$ cat config.mk
export PLATFORM = sky130hd
export DESIGN_NAME = regbus_evt_reg_block
export DESIGN_NICKNAME = d
export VERILOG_FILES = /design/src/rtl/regbus_reg_pkg.sv /design/src/rtl/regbus_evt_counter.sv /design/src/rtl/regbus_evt_reg_block.sv
export SDC_FILE = /design/constraint.sdc
export NUM_CORES = 1
export LEC_CHECK = 0
export CAP_MARGIN = 0
export CORE_MARGIN = 4
export CORE_UTILIZATION = 61
export CTS_BUF_LIST = sky130_fd_sc_hd__clkbuf_8
export DETAILED_ROUTE_END_ITERATION = 8
export GPL_ROUTABILITY_DRIVEN = 1
export PLACE_DENSITY = 0.95
export REMOVE_ABC_BUFFERS = 1
export SLEW_MARGIN = 10
export SYNTH_ARGS = -nofsm -noshare
export SYNTH_HDL_FRONTEND = slang
export SYNTH_SLANG_ARGS = --single-unit
$ cat constraint.sdc
create_clock -name pclk -period 6 [get_ports pclk]
set_input_delay 0.6 -clock pclk [delete_from_list [all_inputs] [get_ports pclk]]
set_output_delay 0.6 -clock pclk [all_outputs]
set_load 0.02 [all_outputs]
$ cat src/rtl/regbus_reg_pkg.sv
// Shared offsets, handshake states and access types for the
// REGBUS event-counter register block.
package regbus_reg_pkg;

    localparam logic [11:0] OFF_STATUS = 12'h000;
    localparam logic [11:0] OFF_CTRL   = 12'h004;
    localparam logic [11:0] OFF_CFG    = 12'h008;
    localparam logic [11:0] OFF_SEC    = 12'h00C;
    localparam logic [11:0] OFF_ISTS   = 12'h010;
    localparam logic [11:0] OFF_IEN    = 12'h014;

    // 64-byte pages holding up to 16 per-channel words
    localparam logic [5:0] PG_COUNT  = 6'h04;
    localparam logic [5:0] PG_THRESH = 6'h08;

    localparam int CFG_W = 8;
    localparam int SEC_W = 8;

    localparam logic [CFG_W-1:0] CFG_RST = 8'h02;
    localparam logic [SEC_W-1:0] SEC_RST = 8'h03;

    typedef enum logic [1:0] {
        ST_IDLE,
        ST_SETUP,
        ST_ACCESS
    } bus_st_t;

    typedef enum logic [2:0] {
        ACC_RO,
        ACC_WO,
        ACC_RW,
        ACC_RW1,
        ACC_W1C,
        ACC_NONE
    } acc_t;

    typedef enum logic [3:0] {
        R_NONE,
        R_STATUS,
        R_CTRL,
        R_CFG,
        R_SEC,
        R_ISTS,
        R_IEN,
        R_CNT,
        R_THR
    } reg_sel_t;

endpackage

$ cat src/rtl/regbus_evt_counter.sv
// One saturating event counter with its threshold register and a
// hit pulse when an increment lands exactly on the threshold.
module regbus_evt_counter #(
    parameter int CNT_W = 16
) (
    input  logic             pclk,
    input  logic             rst_n,
    input  logic             clr,
    input  logic             evt,
    input  logic             thr_we,
    input  logic [CNT_W-1:0] thr_wdata,
    output logic [CNT_W-1:0] count,
    output logic [CNT_W-1:0] thresh,
    output logic             hit
);

    localparam logic [CNT_W-1:0] CMAX = '1;

    logic [CNT_W-1:0] inc;
    logic             bump;

    assign bump = evt && !clr && (count != CMAX);
    assign inc  = count + CNT_W'(1);
    // compare uses the threshold before any same-edge write
    assign hit  = bump && (inc == thresh);

    always_ff @(posedge pclk) begin
        if (!rst_n) begin
            count  <= '0;
            thresh <= CMAX;
        end else begin
            if (clr) begin
                count <= '0;
            end else if (bump) begin
                count <= inc;
            end
            if (thr_we) begin
                thresh <= thr_wdata;
            end
        end
    end

endmodule

$ cat src/rtl/regbus_evt_reg_block.sv
// REGBUS slave: fixed control map plus NUM_CH event counters with
// threshold interrupts and programmable wait states.
module regbus_evt_reg_block
    import regbus_reg_pkg::*;
#(
    parameter int                ADDR_W      = 32,
    parameter int                DATA_W      = 32,
    parameter logic [ADDR_W-1:0] BASE_ADDR   = '0,
    parameter int                NUM_CH      = 4,
    parameter int                CNT_W       = 16,
    parameter int                WAIT_STATES = 0
) (
    input  logic              pclk,
    input  logic              rst_n,
    input  logic [ADDR_W-1:0] paddr,
    input  logic              psel,
    input  logic              penable,
    input  logic              pwrite,
    input  logic [DATA_W-1:0] pwdata,
    output logic              pready,
    output logic [DATA_W-1:0] prdata,
    output logic              pslverr,
    input  logic [NUM_CH-1:0] event_i,
    output logic              irq_o
);

    localparam logic [2:0] WS  = 3'(WAIT_STATES);
    localparam logic [4:0] NCH = 5'(NUM_CH);

    bus_st_t  st, st_nx;
    acc_t     acc;
    reg_sel_t rsel;

    logic [2:0]        wcnt;
    logic              in_acc, rdy, err, wr;
    logic [ADDR_W:0]   diff;
    logic [ADDR_W-1:0] off;
    logic              in_blk, ch_ok;
    logic [3:0]        idx;
    logic [DATA_W-1:0] rdata;
    logic [CFG_W-1:0]  cfg;
    logic [SEC_W-1:0]  sec;
    logic              sec_lock, soft_clr, irq_q;
    logic [NUM_CH-1:0] ists, ien, hit, thr_we, w1c;
    logic [NUM_CH-1:0][CNT_W-1:0] cnt, thr;
    logic              unused_bits;

    // borrow bit rejects addresses below the base
    assign diff   = {1'b0, paddr} - {1'b0, BASE_ADDR};
    assign off    = diff[ADDR_W-1:0];
    assign in_blk = !diff[ADDR_W] && (off[ADDR_W-1:12] == '0);
    assign idx    = off[5:2];
    assign ch_ok  = {1'b0, idx} < NCH;

    assign unused_bits = ^{pwdata, off[1:0]};

    always_comb begin
        acc  = ACC_NONE;
        rsel = R_NONE;
        if (in_blk && (paddr[1:0] == 2'b00)) begin
            unique case (1'b1)
                off[11:0] == OFF_STATUS: begin acc = ACC_RO;  rsel = R_STATUS; end
                off[11:0] == OFF_CTRL:   begin acc = ACC_WO;  rsel = R_CTRL;   end
                off[11:0] == OFF_CFG:    begin acc = ACC_RW;  rsel = R_CFG;    end
                off[11:0] == OFF_SEC:    begin acc = ACC_RW1; rsel = R_SEC;    end
                off[11:0] == OFF_ISTS:   begin acc = ACC_W1C; rsel = R_ISTS;   end
                off[11:0] == OFF_IEN:    begin acc = ACC_RW;  rsel = R_IEN;    end
                (off[11:6] == PG_COUNT) && ch_ok:  begin acc = ACC_RO; rsel = R_CNT; end
                (off[11:6] == PG_THRESH) && ch_ok: begin acc = ACC_RW; rsel = R_THR; end
                default: ;
            endcase
        end
    end

    assign err = (acc == ACC_NONE)
              || (pwrite && (acc == ACC_RO))
              || (!pwrite && (acc == ACC_WO));
    assign wr  = rdy && pwrite && !err;

    always_ff @(posedge pclk) begin
        if (!rst_n) begin
            st <= ST_IDLE;
        end else begin
            st <= st_nx;
        end
    end

    always_comb begin
        st_nx = st;
        unique case (st)
            ST_IDLE: begin
                if (psel && !penable) st_nx = ST_SETUP;
            end
            ST_SETUP, ST_ACCESS: begin
                if (!psel)         st_nx = ST_IDLE;
                else if (!penable) st_nx = ST_SETUP;
                else if (rdy)      st_nx = ST_IDLE;
                else               st_nx = ST_ACCESS;
            end
            default: st_nx = ST_IDLE;
        endcase
    end

    always_comb begin
        in_acc = (st != ST_IDLE) && psel && penable;
        rdy    = in_acc && (wcnt == WS);
    end

    always_ff @(posedge pclk) begin
        if (!rst_n || !in_acc || rdy) begin
            wcnt <= '0;
        end else begin
            wcnt <= wcnt + 3'd1;
        end
    end

    always_comb begin
        rdata = '0;
        unique case (rsel)
            R_STATUS: rdata[NUM_CH-1:0] = ists & ien;
            R_CFG:    rdata[CFG_W-1:0]  = cfg;
            R_SEC:    rdata[SEC_W-1:0]  = sec;
            R_ISTS:   rdata[NUM_CH-1:0] = ists;
            R_IEN:    rdata[NUM_CH-1:0] = ien;
            R_CNT, R_THR: begin
                for (int i = 0; i < NUM_CH; i++) begin
                    if (idx == 4'(i)) begin
                        rdata[CNT_W-1:0] = (rsel == R_CNT) ? cnt[i] : thr[i];
                    end
                end
            end
            default: ;
        endcase
    end

    // outputs forced quiet while reset is held, even mid-transfer
    assign pready  = rst_n && rdy;
    assign pslverr = rst_n && rdy && err;
    assign prdata  = (rst_n && rdy && !pwrite && !err) ? rdata : '0;
    assign irq_o   = rst_n && irq_q;

    assign soft_clr = wr && (rsel == R_CTRL) && pwdata[0];
    assign w1c      = (wr && (rsel == R_ISTS)) ? pwdata[NUM_CH-1:0] : '0;

    for (genvar g = 0; g < NUM_CH; g++) begin : g_ch
        assign thr_we[g] = wr && (rsel == R_THR) && (idx == 4'(g));
        regbus_evt_counter #(
            .CNT_W(CNT_W)
        ) u_cnt (
            .pclk     (pclk),
            .rst_n    (rst_n),
            .clr      (soft_clr),
            .evt      (event_i[g]),
            .thr_we   (thr_we[g]),
            .thr_wdata(pwdata[CNT_W-1:0]),
            .count    (cnt[g]),
            .thresh   (thr[g]),
            .hit      (hit[g])
        );
    end

    always_ff @(posedge pclk) begin
        if (!rst_n) begin
            cfg      <= CFG_RST;
            sec      <= SEC_RST;
            sec_lock <= 1'b0;
            ists     <= '0;
            ien      <= '0;
            irq_q    <= 1'b0;
        end else begin
            if (wr && (rsel == R_CFG)) begin
                cfg <= pwdata[CFG_W-1:0];
            end
            if (wr && (rsel == R_SEC) && !sec_lock) begin
                sec      <= pwdata[SEC_W-1:0];
                sec_lock <= 1'b1;
            end
            if (wr && (rsel == R_IEN)) begin
                ien <= pwdata[NUM_CH-1:0];
            end
            // a new hit wins over a same-edge clear
            ists  <= (ists & ~w1c) | hit;
            irq_q <= |(ists & ien);
        end
    end

endmodule

* Word-level counts from Yosys, hierarchy flattened
Cells that the tools add are included.
** Word-level totals
- RAM bits :: 0
- Bits in latches :: 0
- Logic and storage cells :: 145
- Register bits :: 159
- Bits in read-only memories :: 0
- Memories kept :: 0
- Output and inout port bits :: 35
- Bits of input ports :: 73
** Cells by class
- Eq/ne operators :: 31
- Shift-type cells :: 0
- Div/mod/pow operators :: 0
- Bitwise operators :: 5
- $add $sub $neg :: 5
- Mux-type cells :: 22
- Reductions and logical operators :: 65
- Multiply operators :: 0
- Order comparisons :: 1
** Operators by type and width (count)
- 16-bit two-way mux :: 9
- 16-bit by 1-bit adder with 16-bit output (second input constant) :: 4
- 16-bit == test :: 4
- 16-bit inequality test (second input constant) :: 4
- 1-bit logical AND :: 40
- 4-bit one-hot mux with 8 select lines :: 1
- 12-bit by 4-bit == test with 1-bit output (second input constant) :: 2
- 12-bit by 5-bit == test with 1-bit output (second input constant) :: 2
- 4-bit one-hot mux with 6 select lines :: 1
- 20-bit zero test :: 1
- 4-bit by 2-bit == test with 1-bit output (second input constant) :: 4
- 4-bit by 3-bit == test with 1-bit output (second input constant) :: 4
- 3-bit one-hot mux with 5 select lines :: 1
- 12-bit by 3-bit == test with 1-bit output (second input constant) :: 1
- 12-bit zero test :: 1
- 4-bit one-hot mux with 3 select lines :: 1
- 4-bit bitwise AND :: 2
- 4-bit by 1-bit == test with 1-bit output (second input constant) :: 2
- 2-bit two-way mux :: 4
- 4-bit two-way mux :: 2
- 8-bit two-way mux :: 1
- 2-bit OR reduction :: 4
- 1-bit zero test :: 7
- 6-bit by 3-bit == test with 1-bit output (second input constant) :: 1
- other kinds (21) :: 26

* Logic depth before layout (Yosys ltp)
- Depth in word-level cells :: 18
- Gate-level depth with buffers :: 10
- Gate-level depth less buffers :: 9

* Cells and area by module
Synthesis repeated with hierarchy kept, for this count alone.
** Unflattened totals
- Cell total of the unflattened synthesis :: 1286
- Area total of the unflattened synthesis :: 10804.1 um^2
** Modules (own cells, without submodules)
- regbus_evt_counter :: cells each 222, instances 4, sequential area each 640.6 um^2, area each 1903.1 um^2
- regbus_evt_reg_block :: cells each 398, instances 1, sequential area each 620.6 um^2, area each 3191.8 um^2

* Least setup slack after synthesis
Ideal clock, no wire load.
- Kind :: input to output
- From :: in paddr[29]
- To :: out prdata[10]
- Setup slack :: 2.535 ns
- Data required time :: 5.400 ns
- Stages on the path :: 7
- Arrival :: 2.865 ns
- Buffers on the path :: 1
- Path through :: nor4_1 > nand4_1 > or2_1 > buf_2 > a2111oi_2 > nand2_2 > a2111oi_2
** On the way
- Cells in the longest elaborated chain, start to end :: 11
- Elaborated cells between the ends (all ways) :: 26
- Classes of those cells :: eq/ne: 4; mux: 12; reduce/logical: 10
** RTL lines
- start: declaration :: RTL line regbus_evt_reg_block.sv:15 : input logic [ADDR_W-1:0] paddr,
- 20-bit zero test (*) :: RTL line regbus_evt_reg_block.sv:51 : assign in_blk = !diff[ADDR_W] && (off[ADDR_W-1:12] == '0);
- 1-bit logical AND (*) :: RTL line regbus_evt_reg_block.sv:60 : if (in_blk && (paddr[1:0] == 2'b00)) begin
- 4-bit two-way mux :: RTL line regbus_evt_reg_block.sv:60
- 4-bit by 3-bit == test with 1-bit output :: RTL line regbus_evt_reg_block.sv:119, regbus_evt_reg_block.sv:128
- 16-bit two-way mux :: RTL line regbus_evt_reg_block.sv:128 : rdata[CNT_W-1:0] = (rsel == R_CNT) ? cnt[i] : thr[i];
- 16-bit two-way mux (4 in a row) :: RTL line regbus_evt_reg_block.sv:127 : if (idx == 4'(i)) begin
- 8-bit two-way mux :: RTL line regbus_evt_reg_block.sv:119 : unique case (rsel)
- 16-bit two-way mux (*) :: RTL line regbus_evt_reg_block.sv:139 : assign prdata = (rst_n && rdy && !pwrite && !err) ? rdata : '0;
- end: declaration :: RTL line regbus_evt_reg_block.sv:21 : output logic [DATA_W-1:0] prdata,
Every way passes the cells marked *; elsewhere a longest branch is shown, timed or not.

* Worst setup path after layout
- From :: in paddr[4]
- To :: out prdata[8]
** On the way
- Cells in the longest elaborated chain, start to end :: 12
- Elaborated cells between the ends (all ways) :: 41
- Classes of those cells :: order compare: 1; eq/ne: 12; mux: 14; reduce/logical: 14
** RTL lines
- 4-bit by 3-bit less-than comparator with 1-bit output :: RTL line regbus_evt_reg_block.sv:53 : assign ch_ok = {1'b0, idx} < NCH;
- 1-bit logical AND, on equally long branches :: RTL line regbus_evt_reg_block.sv:69, regbus_evt_reg_block.sv:68
- 4-bit one-hot mux with 8 select lines, or another cell as far along :: RTL line regbus_evt_reg_block.sv:61 : unique case (1'b1)
- 4-bit two-way mux or 3-bit one-hot mux with 5 select lines (tied branches) :: RTL line regbus_evt_reg_block.sv:60, regbus_evt_reg_block.sv:61
- 4-bit by 3-bit == test with 1-bit output or 3-bit two-way mux (tied branches) :: RTL line regbus_evt_reg_block.sv:119, regbus_evt_reg_block.sv:128, regbus_evt_reg_block.sv:60
- 16-bit two-way mux or 3-bit zero test (tied branches) :: RTL line regbus_evt_reg_block.sv:128, regbus_evt_reg_block.sv:76
- 16-bit two-way mux or 1-bit logical AND (tied branches) :: RTL line regbus_evt_reg_block.sv:127, regbus_evt_reg_block.sv:76
- 16-bit two-way mux or 1-bit logical OR (tied branches) :: RTL line regbus_evt_reg_block.sv:127, regbus_evt_reg_block.sv:76
- 16-bit two-way mux or 1-bit logical OR (tied branches) :: RTL line regbus_evt_reg_block.sv:127, regbus_evt_reg_block.sv:77
- 16-bit two-way mux or 1-bit zero test (tied branches) :: RTL line regbus_evt_reg_block.sv:127, regbus_evt_reg_block.sv:139
- 8-bit two-way mux or 1-bit logical AND (tied branches) :: RTL line regbus_evt_reg_block.sv:119, regbus_evt_reg_block.sv:139
- 16-bit two-way mux (*) :: RTL line regbus_evt_reg_block.sv:139
Marked as above.

==> out/metrics.yaml <==
run_status:
  status: "complete, no violations"
sta:
  hold_viol_final: 0
  rsz0062_at_grt: "false"
  finalCritPeriodShare_pct: 87.42
  fin_crit_ns: 5.245
  final_max_slew_viol_count: 0
  worstMarginPinSlew_ns: 1.134
  max_freq_mhz: 190.6
  maxSlewHeadroom_pct: 24.11
  finalSetupViolCount: 0
  fin_worst_skew_ns: 0.01394
global_route:
  grt_pass1_vias: 9245
  overflow: 0
  grtUsageTotal_pct: 31.44
  antenna_found_initial: 0
  grt_pass1_wl_um: 46180
  grt_max_degree: 59
logic_synthesis:
  syn_area_per_cell_um2: 7.802
  async_flop_share_pct: 0
  synth-seq-cells: 159
  synthTopCellsByArea: "dfxtp_1, nor2_1, xnor2_1"
  synth_area_um2: 9901
  synth_top_cell_area_share_pct: 32.15
  synth_edf_count: 0
  synth.largest_area_cell: "dfxtp_1"
  synth_cell_types: 73
  yosys_warnings: 0
  synth_top_flop_cell: "dfxtp_1"
  yosysSeqAreaShare_pct: 32.15
  syn_inst: 1269
pwr:
  p_sw_share_pct: 25.09
  comb_power_share_pct: 7.9
  power.internal_mw: 1.580
  leakagePower_nw: 3.668
  irDropWorstVdd_v: 0.0001666
  clockPowerShare_pct: 41.2
  power_mw: 2.109
  power_per_cell_area_nw_per_um2: 191.5
  seqPwrFrac_pct: 50.9
  p_sw_uw: 529.2
clocking:
  clock_latency_ns: 0.49
  cts_buffer_depth: 2
  cts_tree: "built"
  cts_resized: 0
  postCtsSetupBuffers: 0
  cts.sink_count: 159
  clockRootBuffer: "clkbuf_8"
  path_clk_slew_ns: 0.08
  cts_hold_buf: 0
  htree_levels: 4
  cts-buffers-inserted: 17
die:
  dieArea_um2: 18330
  rows: 46
  coreArea_um2: 15890
  die_x_um: 135.4
  die_h_um: 135.4
  start_util_pct: 62.33
  pin_count: 108
layout:
  area_growth_pct: 11.24
  layout_commonest_cell: "nor2_1"
  final_cell_mix: "nor2_1, dfxtp_1, o21ai_0"
  multi_input_area_um2: 6261
  fillers: 1201
  seq_area_um2: 3183
  drive_above_1_share_pct: 5.598
  diodes: 0
  layout.nets: 1372
  fin_cells: 1520
critical_path:
  crit_chain: "clkdlybuf4s50_1, nor4_4, o211ai_1, a2111oi_4, buf_12, mux2i_1, o22ai_1, nor2_1, a2111oi_2, clkdlybuf4s50_1"
  r2r_slack_ns: 2.66
  setup.worst_path.start_class: "input pin"
  r2r_end: "g_ch[2].u_cnt.count[5]$_SDFFE_PP0P_"
  worstPathArrival_ns: 4.65
  regToRegStartpoint: "g_ch[2].u_cnt.count[0]$_SDFFE_PP0P_"
  worst-endpoint-required_ns: 5.40
  crit_start: "paddr[4]"
  crit_path_frequent_cell: "clkdlybuf4s50_1"
  crit_fanout: 58
  slowest_delay_ns: 0.72
  critical_path_class: "input pin to primary output"
  crit_path_end: "prdata[8]"
  slowest_stage: "clkdlybuf4s50_1"
  cp-end-kind: "primary output"
  worstRegToRegCells: 8
detailed_routing:
  drtAntennaViolNets: 0
  drt-vias-per-instance: 6.446
  num_vias: 9798
  wl_um: 28910
  wire_per_inst_um: 19.02
  drc: 0
  drtPass1Iterations: 7
  drtIter0Drc: 1311
flow_run:
  max-cap-violations: 0
placed_design:
  hpwl_um: 20280
  dp_cells: 1488
  place.gp.congestion: 0.9826
  portBuffers: 75
min_path:
  min_path_type: "flip-flop to flip-flop"
-- state kept, by name (all words and copies together), names as in the netlist --
name               flops
g_ch.u_cnt.thresh     64
g_ch.u_cnt.count      64
ien                    4
irq_q                  1
sec                    8
st                     2
wcnt                   3
cfg                    8
ists                   4
sec_lock               1
-- power groups by stage --
stage          sequential (mW)  clock [mW]  combinational [mW]
3_3_place_gp              1.10           0               0.157
4_1_cts                   1.07       0.869               0.162
6_report                  1.07       0.868               0.167
5_1_grt                   1.08       0.923               0.175
3_5_place_dp              1.10           0               0.161
2_1_floorplan             1.10           0              0.0730
-- Yosys cell counts (7+ instances only) --
master     count
a2111oi_2      8
a21oi_1       45
and2_1        10
and3_1        15
buf_1          7
buf_2          9
buf_4         20
clkbuf_1      55
dfxtp_1      159
ha_1           8
inv_1         16
mux2_2        10
mux2i_1       65
nand2_1       81
nand3_1       36
nand4_1       17
nor2_1       232
nor2b_1       17
nor3_1        35
nor4_1        17
o21ai_0      115
o22ai_1       13
or3_1         17
xnor2_1       83
xor2_1        41
-- per-layer routing --
layer	GRT usage, %	share of wire [%]	vias to the layer above
met5	0	0	-
met4	16.35	5.9	0
met3	8.507	13	163
met2	49.83	45	683
met1	39.24	36	4483
li1	-	-	4469
-- stage by stage --
stage / instance area (um^2) / setup TNS [ns] / util, % / hold WS, ns / setup slack, ns
after floorplan: 9502 / -0.4649 / - / 0.4173 / -0.06641
after global placement: 10590 / 0 / 66.64 / 0.4283 / 0.9623
after detailed placement: 10590 / 0 / 66.64 / 0.4580 / 0.9127
after CTS: 11010 / 0 / 69.33 / 0.4674 / 0.8921
after global routing: 11010 / 0 / 69.33 / 0.4944 / 0.5958
final: 11010 / 0 / 69.33 / 0.4685 / 0.7546
-- how the worst min path moves through the flow --
| stage | start | endpoint | slack (ns) | depth (start not counted) |
|---|---|---|---|---|
| 2_1_floorplan | wcnt[0]$_SDFF_PP0_ | wcnt[0]$_SDFF_PP0_ | 0.42 | 1 |
| 3_3_place_gp | wcnt[0]$_SDFF_PP0_ | wcnt[0]$_SDFF_PP0_ | 0.43 | 1 |
| 3_5_place_dp | wcnt[0]$_SDFF_PP0_ | wcnt[0]$_SDFF_PP0_ | 0.46 | 1 |
| 4_1_cts | wcnt[0]$_SDFF_PP0_ | wcnt[0]$_SDFF_PP0_ | 0.47 | 1 |
| 5_1_grt | sec[2]$_SDFFE_PN0P_ | sec[2]$_SDFFE_PN0P_ | 0.49 | 2 |
| 6_report | wcnt[0]$_SDFF_PP0_ | wcnt[0]$_SDFF_PP0_ | 0.47 | 1 |
-- critical path: cells and delay by family --
kind | cells | cell delay [ns]
buffers and inverters | 3 | 1.81
muxes | 1 | 0.17
and+or+nand+nor | 2 | 0.63
AOI/OAI and AO/OA | 4 | 1.39
-- logic make-up after synthesis --
logic type / Yosys count / share of synthesized area (%)
compound gates: 271 / 17.64
xor+xnor: 124 / 10.97
buf+inv: 110 / 5.207
mux: 75 / 7.709
simple gates: 521 / 25.27
flops: 159 / 32.15
fa+ha+maj: 8 / 1.011
other cells: 1 / 0.03788
-- area by class of cell --
class                   instances  area share (%)
flip-flops and latches        159           28.90
well taps                     216           2.454
inverters                      16          0.5453
multi-input cells            1015           56.85
repair buffers                 82           7.362
clock buffers                  17           2.125
clock inverters                15           1.761
Note: power is estimated with default switching activity, not from simulation.
